`src/rtl/mess_pack_fifo.sv`:
```
// rtl/mess_pack_fifo.sv - nibble-to-word packer in front of a word FIFO
//
// Nibbles arrive LSB-first and are packed into a DATA_WIDTH-bit partial word.
// Each completed word is committed to a 2^ADDR_WIDTH-entry FIFO. Words are
// read out with a one-cycle registered latency.
//
// Optional feature macro: MESS_PACK_FLUSH_EN
//   Defined   : flush commits a partial word, zero-padded in its upper bits.
//   Undefined : flush is ignored, so only complete words are committed.
//
// Ports:
//   clk      in   rising-edge clock
//   rst      in   asynchronous active-low reset
//   din      in   message nibble (MESS_WIDTH)
//   wr_req   in   nibble write request, dropped while full
//   full     out  FIFO holds 2^ADDR_WIDTH complete words
//   flush    in   commit the partial word (MESS_PACK_FLUSH_EN only)
//   rd_req   in   word read request, ignored while empty
//   dout     out  packed word read out (DATA_WIDTH)
//   dout_vld out  dout was loaded by a read on the previous edge
//   empty    out  no complete word stored
//   nib_cnt  out  nibbles held in the partial word
module mess_pack_fifo #(
    parameter int DATA_WIDTH = 32,
    parameter int ADDR_WIDTH = 3,
    parameter int MESS_WIDTH = 4
) (
    input  logic                                           clk,
    input  logic                                           rst,
    input  logic [MESS_WIDTH-1:0]                          din,
    input  logic                                           wr_req,
    output logic                                           full,
    input  logic                                           flush,
    input  logic                                           rd_req,
    output logic [DATA_WIDTH-1:0]                          dout,
    output logic                                           dout_vld,
    output logic                                           empty,
    output logic [$clog2(DATA_WIDTH/MESS_WIDTH):0]         nib_cnt
);

    localparam int N     = DATA_WIDTH / MESS_WIDTH;
    localparam int CW    = $clog2(N) + 1;
    localparam int DEPTH = 1 << ADDR_WIDTH;

    localparam logic [CW-1:0]         CNT_LAST = CW'(N - 1);
    localparam logic [CW-1:0]         CNT_ONE  = CW'(1);
    localparam logic [ADDR_WIDTH:0]   PTR_ONE  = (ADDR_WIDTH + 1)'(1);

    logic [DATA_WIDTH-1:0] r_mem [DEPTH];
    logic [ADDR_WIDTH:0]   r_wr_ptr;
    logic [ADDR_WIDTH:0]   r_rd_ptr;
    logic [DATA_WIDTH-1:0] r_partial;
    logic [CW-1:0]         r_nib_cnt;
    logic [DATA_WIDTH-1:0] r_dout;
    logic                  r_dout_vld;

    logic                  w_full;
    logic                  w_empty;
    logic                  w_wr_acc;
    logic                  w_rd_acc;
    logic                  w_last;
    logic                  w_commit;
    logic [DATA_WIDTH-1:0] w_merged;

    // Extra pointer MSB distinguishes a full ring from an empty one.
    assign w_empty  = (r_wr_ptr == r_rd_ptr);
    assign w_full   = (r_wr_ptr[ADDR_WIDTH] != r_rd_ptr[ADDR_WIDTH]) &&
                      (r_wr_ptr[ADDR_WIDTH-1:0] == r_rd_ptr[ADDR_WIDTH-1:0]);

    assign w_wr_acc = wr_req && !w_full;
    assign w_rd_acc = rd_req && !w_empty;
    assign w_last   = w_wr_acc && (r_nib_cnt == CNT_LAST);

`ifdef MESS_PACK_FLUSH_EN
    // An accepted nibble on the flush cycle is merged first, so a flush with
    // an otherwise empty partial word still commits that single nibble.
    assign w_commit = w_last ||
                      (flush && !w_full && ((r_nib_cnt != '0) || w_wr_acc));
`else
    logic w_flush_unused;
    assign w_flush_unused = flush;
    assign w_commit       = w_last;
`endif

    // Partial word with the incoming nibble dropped into its slot; on the
    // last nibble this is exactly the completed word.
    always_comb begin
        w_merged = r_partial;
        if (w_wr_acc) begin
            for (int k = 0; k < N; k++) begin
                if (r_nib_cnt == CW'(k)) begin
                    w_merged[k*MESS_WIDTH +: MESS_WIDTH] = din;
                end
            end
        end
    end

    // Write side: packing register and write pointer.
    always_ff @(posedge clk or negedge rst) begin
        if (!rst) begin
            r_wr_ptr  <= '0;
            r_partial <= '0;
            r_nib_cnt <= '0;
        end else if (w_commit) begin
            r_wr_ptr  <= r_wr_ptr + PTR_ONE;
            r_partial <= '0;
            r_nib_cnt <= '0;
        end else if (w_wr_acc) begin
            r_partial <= w_merged;
            r_nib_cnt <= r_nib_cnt + CNT_ONE;
        end
    end

    // Storage array is not reset; pointers alone define validity.
    always_ff @(posedge clk) begin
        if (w_commit) begin
            r_mem[r_wr_ptr[ADDR_WIDTH-1:0]] <= w_merged;
        end
    end

    // Read side: registered output, valid strobe for one cycle per read.
    always_ff @(posedge clk or negedge rst) begin
        if (!rst) begin
            r_rd_ptr   <= '0;
            r_dout     <= '0;
            r_dout_vld <= 1'b0;
        end else begin
            r_dout_vld <= w_rd_acc;
            if (w_rd_acc) begin
                r_dout   <= r_mem[r_rd_ptr[ADDR_WIDTH-1:0]];
                r_rd_ptr <= r_rd_ptr + PTR_ONE;
            end
        end
    end

    assign full     = w_full;
    assign empty    = w_empty;
    assign dout     = r_dout;
    assign dout_vld = r_dout_vld;
    assign nib_cnt  = r_nib_cnt;

endmodule

```
`config.mk`:
```
export PLATFORM = sky130hd
export DESIGN_NAME = mess_pack_fifo
export DESIGN_NICKNAME = d
export VERILOG_FILES = /design/src/rtl/mess_pack_fifo.sv
export SDC_FILE = /design/constraint.sdc
export NUM_CORES = 1
export LEC_CHECK = 0
export CAP_MARGIN = 20
export CORE_MARGIN = 4
export CORE_UTILIZATION = 60
export DETAILED_ROUTE_END_ITERATION = 8
export HOLD_SLACK_MARGIN = 0.06
export MAX_ROUTING_LAYER = met4
export PLACE_DENSITY = 0.83
export SETUP_SLACK_MARGIN = 0.05
export SYNTH_ARGS = -nofsm -noshare
export SYNTH_HDL_FRONTEND = slang
export SYNTH_SLANG_ARGS = --single-unit
```
`constraint.sdc`:
```
create_clock -name clk -period 7.4 [get_ports clk]
set_input_delay 1.48 -clock clk [delete_from_list [all_inputs] [get_ports clk]]
set_output_delay 1.48 -clock clk [all_outputs]
set_load 0.02 [all_outputs]
```
==> flow_metrics.env <==
export IMPL_status="finished, final reports clean"
export IMPL_max_stage_delay_ns=0.66
export IMPL_clk_latency_ns=0.51
export IMPL_pwr_density_cell_nw_per_um2=412
export IMPL_vdd_drop_max_mv=0.225
export IMPL_first_iter_violations=870
export IMPL_wirelength_um=27700
export IMPL_rows=54
export IMPL_syn_avg_cell_area_um2=18.2
export IMPL_grt_max_degree=78
export IMPL_post_route_period_util_pct=61.4
export IMPL_initial_core_util_pct=61.1
export IMPL_crit_buf_inv=3
export IMPL_ctsResizeCount=0
export IMPL_die_w_um=157
export IMPL_cap_violations=0
export IMPL_synth_compound_gate_area_share_pct=4.91
export IMPL_crit_chain="buf_4 > xor2_4 > or4_1 > inv_1 > clkdlybuf4s50_1"
export IMPL_synth_top_family_by_area="multiplexers"
export IMPL_drt_pass1_iter_count=6
export IMPL_r2r_start="nib_cnt[1]"
export IMPL_synth_mux_area_share_pct=14.6
export IMPL_final_hold_viol_count=0
export IMPL_syn_to_final_growth_pct=15.1
export IMPL_h_tree_depth=2
export IMPL_synth_seq_cells=333
export IMPL_final_cell_mix="256 x edfxtp_1, 74 x dfrtp_1, 64 x mux4_2"
export IMPL_die_h_um=157
export IMPL_startpoint="r_rd_ptr[2]"
export IMPL_power_total_uw=6340
export IMPL_wl_met2_um=14400
export IMPL_fillers=1268
export IMPL_synth_area_leaders="edfxtp_1 57%, dfrtp_1 14%, mux4_2 11%"
export IMPL_port_buffers=46
export IMPL_setup_viol=0
export IMPL_fin_worst_skew_ns=0.0167
export IMPL_viasPerCell=6.47
export IMPL_drt_met1_wl_um=10700
export IMPL_cts_sinks=333
export IMPL_synth_simple_area_share_pct=4.60
export IMPL_ys_seq_area_share_pct=71.9
export IMPL_core_area_um2=21900
export IMPL_worstPathMaxFanout=35
export IMPL_die_area_um2=24700
export IMPL_ctsRootBufferMaster="clkbuf_16"
export IMPL_crit_required_ns=5.92
export IMPL_slew_viol_final=0
export IMPL_ant_nets=0
export IMPL_top_layer="met4"
export IMPL_tritoncts="done"
export IMPL_syn_area_um2=13400
export IMPL_ys_warn_count=0
export IMPL_yosysTopAreaCell="edfxtp_1"
export IMPL_slew_headroom_pct=27.1
export IMPL_io_pins=48
export IMPL_ctsHoldBuffers=0
export IMPL_multiInputGateArea_um2=3480
export IMPL_register_area_um2=9620
export IMPL_period_minus_slack_ns=4.55
export IMPL_synth_adder_area_share_pct=0.561
export IMPL_synth_nets=749
export IMPL_yosysUniqueCellTypes=42
export IMPL_tightest_slew_ns=1.09
export IMPL_drive_gt1_share_pct=21.5
export IMPL_grt_pass1_vias=7371
export IMPL_clk_pin_slew_ns=0.06
export IMPL_gr_total_overflow=0
export IMPL_grtUsageTotal_pct=23.9
export IMPL_grt_pass1_wl_um=43200
export IMPL_place_congestion=0.822
export IMPL_hold_path_class="reg2reg"
export IMPL_post_cts_buffers=0
export IMPL_dr_wl_met3_um=1810
export IMPL_cp_arrival_ns=3.07
export IMPL_dp_hpwl_um=15000
export IMPL_drc_errors=0
export IMPL_min_delay_start="dout[10]"
export IMPL_grt_antenna_before_repair=1
export IMPL_vias=7054
export IMPL_clock_path_buffers=3
export IMPL_synth_cells=734
export IMPL_leakage_uw=0.00543
export IMPL_endpoint_kind="output port"
export IMPL_tns_ns=0
export IMPL_fmax_ghz=0.220
export IMPL_rsz0062_at_grt="no"
export IMPL_final_common_cell="edfxtp_1"
export IMPL_cp_top_family="buffers and inverters"
export IMPL_wl_per_cell_um=25.4
export IMPL_synth_xor_area_share_pct=1.04
export IMPL_nNetsFinal=799
export IMPL_yosysTopAreaCellShare_pct=57.5
export IMPL_cp_start_kind="register"
export IMPL_critPathSlowestCell="or4_1"
export IMPL_cts_buffers=34
export IMPL_critPathKind="reg2out"
state kept, by name, summed over array words and instances (netlist names):
register / cells
dout: 32
dout_vld: 1
nib_cnt: 4
r_mem: 256
r_partial: 32
r_rd_ptr: 4
r_wr_ptr: 4
area by class of cell:
| cell class | count | share of cell area (%) |
|---|---|---|
| diodes | 1 | 0.0163 |
| flip-flops and latches | 333 | 62.5 |
| multi-input cells | 339 | 22.6 |
| inverters | 9 | 0.220 |
| well taps | 280 | 2.28 |
| clock inverters | 15 | 1.39 |
| clock buffers | 47 | 6.80 |
| repair buffers | 67 | 4.18 |
power breakdown:
group / internal [uW] / switching (uW) / total, uW
logic: 806 / 1060 / 1870
registers: 2380 / 222 / 2600
clock network: 1170 / 696 / 1870
worst register-to-register path, cell delays in order, from the launching register on:
cell and delay, ns:
dfrtp_1 0.47, ha_1 0.81, nand2_1 0.26, nor2_1 0.49, and4b_1 0.92, buf_4 0.48
routing by layer:
layer	GRT usage (%)	vias up
met1	31.7	3630
li1	-	3001
met2	38.2	349
met4	7.66	0
met5	-	-
met3	4.70	74
synthesized netlist by cell type (all sizes together):
cell,number
buf,35
nor2b,10
inv,9
dfrtp,77
edfxtp,256
o31ai,19
o41a,1
nand4,20
nor4b,3
clkbuf,18
ha,6
a21bo,3
o2bb2ai,9
and4b,2
a21oi,16
a41oi,9
nor3,3
nor4,2
xnor2,6
mux4,64
nand2,56
mux2i,33
and2,4
mux2,16
o21ai,36
xor2,6
nor2,4
or4,1
o41ai,2
nand3,8
cell families after synthesis:
| logic type | after synthesis |
|---|---|
| AND/OR/NAND/NOR | 113 |
| AO/OA/AOI/OAI | 95 |
| XOR/XNOR | 12 |
| buffers and inverters | 62 |
| flip-flops | 333 |
| multiplexers | 113 |
| adder cells (fa/ha/maj) | 6 |
worst paths after layout:
kind / endpoint / slack [ns] / cells after the start
worst max-delay path: full / 2.85 / 5
min in group asynchronous: dout[9] / 0.82 / 1
worst min-delay path: dout[10] / 0.48 / 2
max in group asynchronous: r_rd_ptr[0] / 5.94 / 2
worst min register to register: dout[10] / 0.48 / 2
worst max register to register: r_mem[3][2] / 3.62 / 5
metrics by stage:
stage	instances	worst slack (ns)	hold slack [ns]	instance area, um2	utilization, %
final	1091	2.85	0.476	15400	70.3
after global routing	1091	2.73	0.499	15400	70.3
after CTS	1087	2.81	0.483	15300	70.0
after detailed placement	1025	2.59	0.470	14100	64.3
after global placement	1025	2.61	0.464	14100	64.3
after floorplan	734	2.39	0.446	13400	-
Note: power is estimated with default switching activity, not from simulation.
